`config.mk`:
```
export PLATFORM = sky130hd
export DESIGN_NAME = systolic_ctrl
export DESIGN_NICKNAME = d
export VERILOG_FILES = /design/src/rtl/systolic_ctrl_pkg.sv /design/src/rtl/systolic_ctrl_skew_shreg.sv /design/src/rtl/systolic_ctrl.sv
export SDC_FILE = /design/constraint.sdc
export NUM_CORES = 1
export LEC_CHECK = 0
export CAP_MARGIN = 20
export CORE_MARGIN = 5
export CORE_UTILIZATION = 39
export DETAILED_ROUTE_END_ITERATION = 12
export PLACE_DENSITY = 0.65
export SLEW_MARGIN = 20
export SYNTH_ARGS = -nofsm -noshare
export SYNTH_HDL_FRONTEND = slang
export SYNTH_HIERARCHICAL = 1
export SYNTH_SLANG_ARGS = --single-unit
export TNS_END_PERCENT = 5
```
`constraint.sdc`:
```
create_clock -name clk -period 6.35 [get_ports clk]
set_input_delay 1.27 -clock clk [delete_from_list [all_inputs] [get_ports clk]]
set_output_delay 1.27 -clock clk [all_outputs]
set_load 0.01 [all_outputs]
```
`src/rtl/systolic_ctrl_pkg.sv`:
```
// Shared constants for the systolic array sequencer: FSM state encodings and
// default array geometry.
package systolic_pkg;

  localparam int N_DEF   = 4;
  localparam int K_W_DEF = 8;

  localparam logic [2:0] ST_IDLE  = 3'd0;
  localparam logic [2:0] ST_LOAD  = 3'd1;
  localparam logic [2:0] ST_FLUSH = 3'd2;
  localparam logic [2:0] ST_DRAIN = 3'd3;
  localparam logic [2:0] ST_DONE  = 3'd4;

endpackage

```
`src/rtl/systolic_ctrl_skew_shreg.sv`:
```
// Per-row enable skew: bit 0 is the registered fire, each higher bit is one
// more cycle of delay. Also usable for the column-side operand skew.
module skew_shreg #(
  parameter int N = 4
) (
  input  logic         clk,
  input  logic         rst,
  input  logic         fire,
  output logic [N-1:0] skew_en
);

  logic [N-1:0] skew_d, skew_q;

  always_comb begin
    skew_d = {skew_q[N-2:0], fire};
  end

  always_ff @(posedge clk or posedge rst) begin
    if (rst) skew_q <= '0;
    else     skew_q <= skew_d;
  end

  assign skew_en = skew_q;

endmodule

```
`src/rtl/systolic_ctrl.sv`:
```
// Job sequencer for an N x N systolic MAC array: load K beats, flush the
// wavefront, drain N rows. SYSTOLIC_CTRL_PERF_EN adds the perf_stall counter.
module systolic_ctrl
  import systolic_pkg::*;
#(
  parameter int N         = N_DEF,
  parameter int K_W       = K_W_DEF,
  parameter int FLUSH_CYC = 2 * N - 1
) (
  input  logic                 clk,
  input  logic                 reset,
  input  logic                 start,
  input  logic [K_W-1:0]       k_len,
  output logic                 busy,
  output logic                 done,
  output logic                 err,
  output logic                 acc_clr,
  input  logic                 in_valid,
  output logic                 in_ready,
  output logic [N-1:0]         skew_en,
  output logic                 out_valid,
  input  logic                 out_ready,
  output logic [$clog2(N)-1:0] out_row
`ifdef SYSTOLIC_CTRL_PERF_EN
  ,
  output logic [15:0]          perf_stall
`endif
);

  localparam int RW = $clog2(N);
  localparam int FW = $clog2(FLUSH_CYC + 1);
  localparam logic [FW-1:0] FLUSH_LOAD = FW'(FLUSH_CYC - 1);
  localparam logic [RW-1:0] LAST_ROW   = RW'(N - 1);

  logic [2:0]     state_d, state_q;
  logic [K_W-1:0] k_len_d, k_len_q;
  logic [K_W-1:0] beat_d, beat_q;
  logic [FW-1:0]  flush_d, flush_q;
  logic [RW-1:0]  row_d, row_q;
  logic           zero_d, zero_q;
  logic           acc_clr_d, acc_clr_q;
  logic           fire;

  assign fire = in_valid & (state_q == ST_LOAD);

  always_comb begin
    state_d   = state_q;
    k_len_d   = k_len_q;
    beat_d    = beat_q;
    flush_d   = flush_q;
    row_d     = row_q;
    zero_d    = zero_q;
    acc_clr_d = 1'b0;
    case (state_q)
      ST_IDLE: begin
        if (start) begin
          if (k_len == '0) begin
            zero_d  = 1'b1;
            state_d = ST_DONE;
          end else begin
            zero_d    = 1'b0;
            k_len_d   = k_len;
            beat_d    = '0;
            acc_clr_d = 1'b1;
            state_d   = ST_LOAD;
          end
        end
      end
      ST_LOAD: begin
        if (fire) begin
          if (beat_q == k_len_q - K_W'(1)) begin
            beat_d  = '0;
            flush_d = FLUSH_LOAD;
            state_d = ST_FLUSH;
          end else begin
            beat_d = beat_q + K_W'(1);
          end
        end
      end
      ST_FLUSH: begin
        if (flush_q == '0) begin
          row_d   = '0;
          state_d = ST_DRAIN;
        end else begin
          flush_d = flush_q - FW'(1);
        end
      end
      ST_DRAIN: begin
        if (out_ready) begin
          if (row_q == LAST_ROW) begin
            row_d   = '0;
            state_d = ST_DONE;
          end else begin
            row_d = row_q + RW'(1);
          end
        end
      end
      ST_DONE:  state_d = ST_IDLE;
      default:  state_d = ST_IDLE;
    endcase
  end

  always_ff @(posedge clk or posedge reset) begin
    if (reset) begin
      state_q   <= ST_IDLE;
      k_len_q   <= '0;
      beat_q    <= '0;
      flush_q   <= '0;
      row_q     <= '0;
      zero_q    <= 1'b0;
      acc_clr_q <= 1'b0;
    end else begin
      state_q   <= state_d;
      k_len_q   <= k_len_d;
      beat_q    <= beat_d;
      flush_q   <= flush_d;
      row_q     <= row_d;
      zero_q    <= zero_d;
      acc_clr_q <= acc_clr_d;
    end
  end

  skew_shreg #(.N(N)) u_skew (
    .clk     (clk),
    .rst     (reset),
    .fire    (fire),
    .skew_en (skew_en)
  );

  assign busy      = (state_q == ST_LOAD) | (state_q == ST_FLUSH) | (state_q == ST_DRAIN);
  assign done      = (state_q == ST_DONE);
  assign err       = (state_q == ST_DONE) & zero_q;
  assign acc_clr   = acc_clr_q;
  assign in_ready  = (state_q == ST_LOAD);
  assign out_valid = (state_q == ST_DRAIN);
  assign out_row   = row_q;

`ifdef SYSTOLIC_CTRL_PERF_EN
  logic [15:0] perf_d, perf_q;

  always_comb begin
    perf_d = perf_q;
    if ((state_q == ST_IDLE) && start) begin
      perf_d = '0;
    end else if ((((state_q == ST_LOAD) && !in_valid) ||
                  ((state_q == ST_DRAIN) && !out_ready)) && (perf_q != 16'hFFFF)) begin
      perf_d = perf_q + 16'd1;
    end
  end

  always_ff @(posedge clk or posedge reset) begin
    if (reset) perf_q <= '0;
    else       perf_q <= perf_d;
  end

  assign perf_stall = perf_q;
`endif

endmodule
```
==> impl_metrics.json <==
{
  "met1_usage_pct": 17.41,
  "htreeDepth": 2,
  "hold_ws_ns": 0.3755,
  "start_kind": "register",
  "avgSynthCellArea_um2": 9.311,
  "status": "complete, no violations",
  "antenna_found_initial": 0,
  "synth.area.top_cells": "dfrtp_1, mux2_2, nand2_1, ha_1, nor2_1",
  "ys_seq_elements": 30,
  "cts_resized": 0,
  "cap_violations": 0,
  "grt.overflow.total": 0,
  "synthAdderAreaFrac_pct": 3.574,
  "finalMaxSlewViolations": 0,
  "ant_nets": 0,
  "path_max_fanout": 16,
  "p_per_area_mw_per_mm2": 490.5,
  "synth.distinct_cells": 42,
  "synth_nets": 206,
  "cts_tree": "built",
  "cts_setup_buffers": 0,
  "grt_max_degree": 27,
  "clockRootBuffer": "clkbuf_8",
  "fill_cells": 423,
  "leakagePower_nw": 0.9000,
  "hold_viol": 0,
  "synth_top_area_share_pct": 42.89,
  "io-pin-count": 25,
  "start_util_pct": 40.20,
  "placedCellCount": 256,
  "synth_xor_area_share_pct": 5.004,
  "wire_per_inst_um": 13.02,
  "syn_area_mm2": 0.001750,
  "synthFlopType": "dfrtp_1",
  "insertion_delay_ns": 0.28,
  "worstPathArrival_ns": 2.12,
  "synthSimpleGateAreaFrac_pct": 25.09,
  "fp-row-count": 24,
  "finalWeightedCongestion": 0.7184,
  "grt-busiest-layer": "met2",
  "synth_edf_count": 0,
  "synth_compound_area_share_pct": 12.51,
  "relSlewSlack_pct": 45.42,
  "finalCritPeriodShare_pct": 53.33,
  "clock_path_buffers": 2,
  "dpl.hpwl_um": 2528,
  "finalSetupTns_ns": 0,
  "grt_pass1_vias": 1295,
  "grt_util_met3_pct": 3.513,
  "drt_wl_total_um": 3449,
  "drc": 0,
  "synth_top_area_cell": "dfrtp_1",
  "period_needed_ns": 3.386,
  "syn-instance-count": 188,
  "yosys_warnings": 6,
  "end_kind": "output pin",
  "synth_mux_area_share_pct": 6.934,
  "ctsHoldBuffers": 0,
  "async_reset_ff_share_pct": 100.0,
  "synth_seq_area_share_pct": 42.89,
  "post_drt_via_cell_ratio": 5.249,
  "die_w_um": 77.00,
  "fin_nets": 230,
  "fin_cells": 265,
  "drt_iter0_markers": 80,
  "required_ns": 5.08,
  "fp.dieH_um": 77.00,
  "mostFrequentLayoutCells": "dfrtp_1, clkdlybuf4s50_1, nand2_1",
  "dieArea_mm2": 0.005928,
  "skew_ns": 0.003654,
  "worstSetupPathType": "register to output pin",
  "synth_top_family_by_area": "simple AND/OR/NAND/NOR gates",
  "vias": 1391,
  "ir_drop_uv": 241.3,
  "layout_commonest_cell": "dfrtp_1",
  "core_mm2": 0.004354,
  "io_buffers": 24,
  "grt_usage_pct": 12.51,
  "dr.pass1.iters": 4,
  "grt_use_met2_pct": 18.42,
  "hp-class": "register to register",
  "cts_buffers": 5,
  "cts.clk_slew.worst_paths_ns": 0.06,
  "rsz0062_at_grt": "false",
  "area_delta_synth_final_pct": 21.94,
  "grt_first_pass_wirelength_um": 6092,
  "n_antenna_cell": 0,
  "max_freq_mhz": 295.3,
  "finalSetupViolCount": 0,
  "drive_above_1_share_pct": 11.74,
  "tightest_slew_ns": 0.8120,
  "clock_sinks": 30
}
-- final timing paths --
path,from,to,slack (ns),cells after the start
max in group asynchronous,reset,k_len_q[5],4.69,3
min in group asynchronous,reset,u_skew/skew_en[3],1.21,2
min reg2reg,u_skew/skew_en[2],u_skew/skew_en[3],0.38,0
max,state_q[0],in_ready,2.96,3
max reg2reg,k_len_q[0],beat_q[0],3.78,9
min,u_skew/skew_en[2],u_skew/skew_en[3],0.38,0
-- cell usage after synthesis, types with 2 or more instances --
| library cell | number |
|---|---|
| a21oi_1 | 9 |
| nor4_4 | 2 |
| mux2_2 | 9 |
| nand2b_1 | 2 |
| ha_1 | 5 |
| buf_2 | 2 |
| mux2i_1 | 2 |
| nand2_1 | 23 |
| nand3_1 | 7 |
| dfrtp_1 | 30 |
| a21o_1 | 2 |
| nor3_1 | 9 |
| inv_1 | 8 |
| and3_1 | 2 |
| xor2_1 | 4 |
| o21bai_1 | 3 |
| nor2b_1 | 5 |
| a31oi_1 | 2 |
| clkbuf_1 | 5 |
| o21ai_0 | 9 |
| or3_1 | 2 |
| and2_1 | 2 |
| nor2_1 | 16 |
| nor4_1 | 5 |
| xnor2_1 | 6 |
-- state kept, by name (all words and copies together), names as in the netlist --
signal          count
k_len_q             8
state_q             3
beat_q              8
u_skew/skew_en      4
out_row             2
acc_clr             1
zero_q              1
flush_q             3
-- power breakdown --
group,total [mW],leakage [nW],internal [mW],switching [mW]
combinational,0.481,0.484,0.252,0.229
sequential,0.409,0.368,0.275,0.135
clock,0.156,0.0482,0.0873,0.0692
total,1.05,0.900,0.614,0.433
-- logic make-up after synthesis --
group                      after synthesis
AOI/OAI and AO/OA                       34
xor gates and xnor gates                10
adders and majority gates                5
buffers and inverters                   16
DFF                                     30
muxes                                   11
and+or+nand+nor                         82
-- critical path: stages (launching register included) --
cell and delay, ns:
dfrtp_1 0.62, inv_1 0.20, nor3_1 0.40, clkdlybuf4s50_1 0.63
-- through the flow --
stage | instance area [um^2] | power, mW | setup WS, ns | utilization (%)
after detailed placement | 2016 | 0.8957 | 2.952 | 46.29
after global routing | 2135 | 1.144 | 2.794 | 49.02
after global placement | 2016 | 0.8853 | 2.943 | 46.29
final | 2135 | 1.047 | 2.964 | 49.02
after floorplan | 1750 | 0.7593 | 3.720 | -
after CTS | 2107 | 1.058 | 2.956 | 48.39
-- area by class of cell --
cell class              count  area [um^2]  area share, %
multi-input cells         142        929.6          43.55
clock buffers               7        86.33          4.045
repair buffers             25        267.8          12.54
inverters                   8        30.03          1.407
clock inverters             1        5.005         0.2345
flip-flops and latches     30        750.7          35.17
well taps                  52        65.06          3.048
-- per-layer routing --
metal	wire (um)	share of wire (%)	up-vias
li1	-	-	706
met1	1705	49	653
met2	1554	45	28
met3	150	4.3	4
met4	38	1.1	0
met5	0	0	-
No activity file was read; power rests on OpenSTA's default activity.
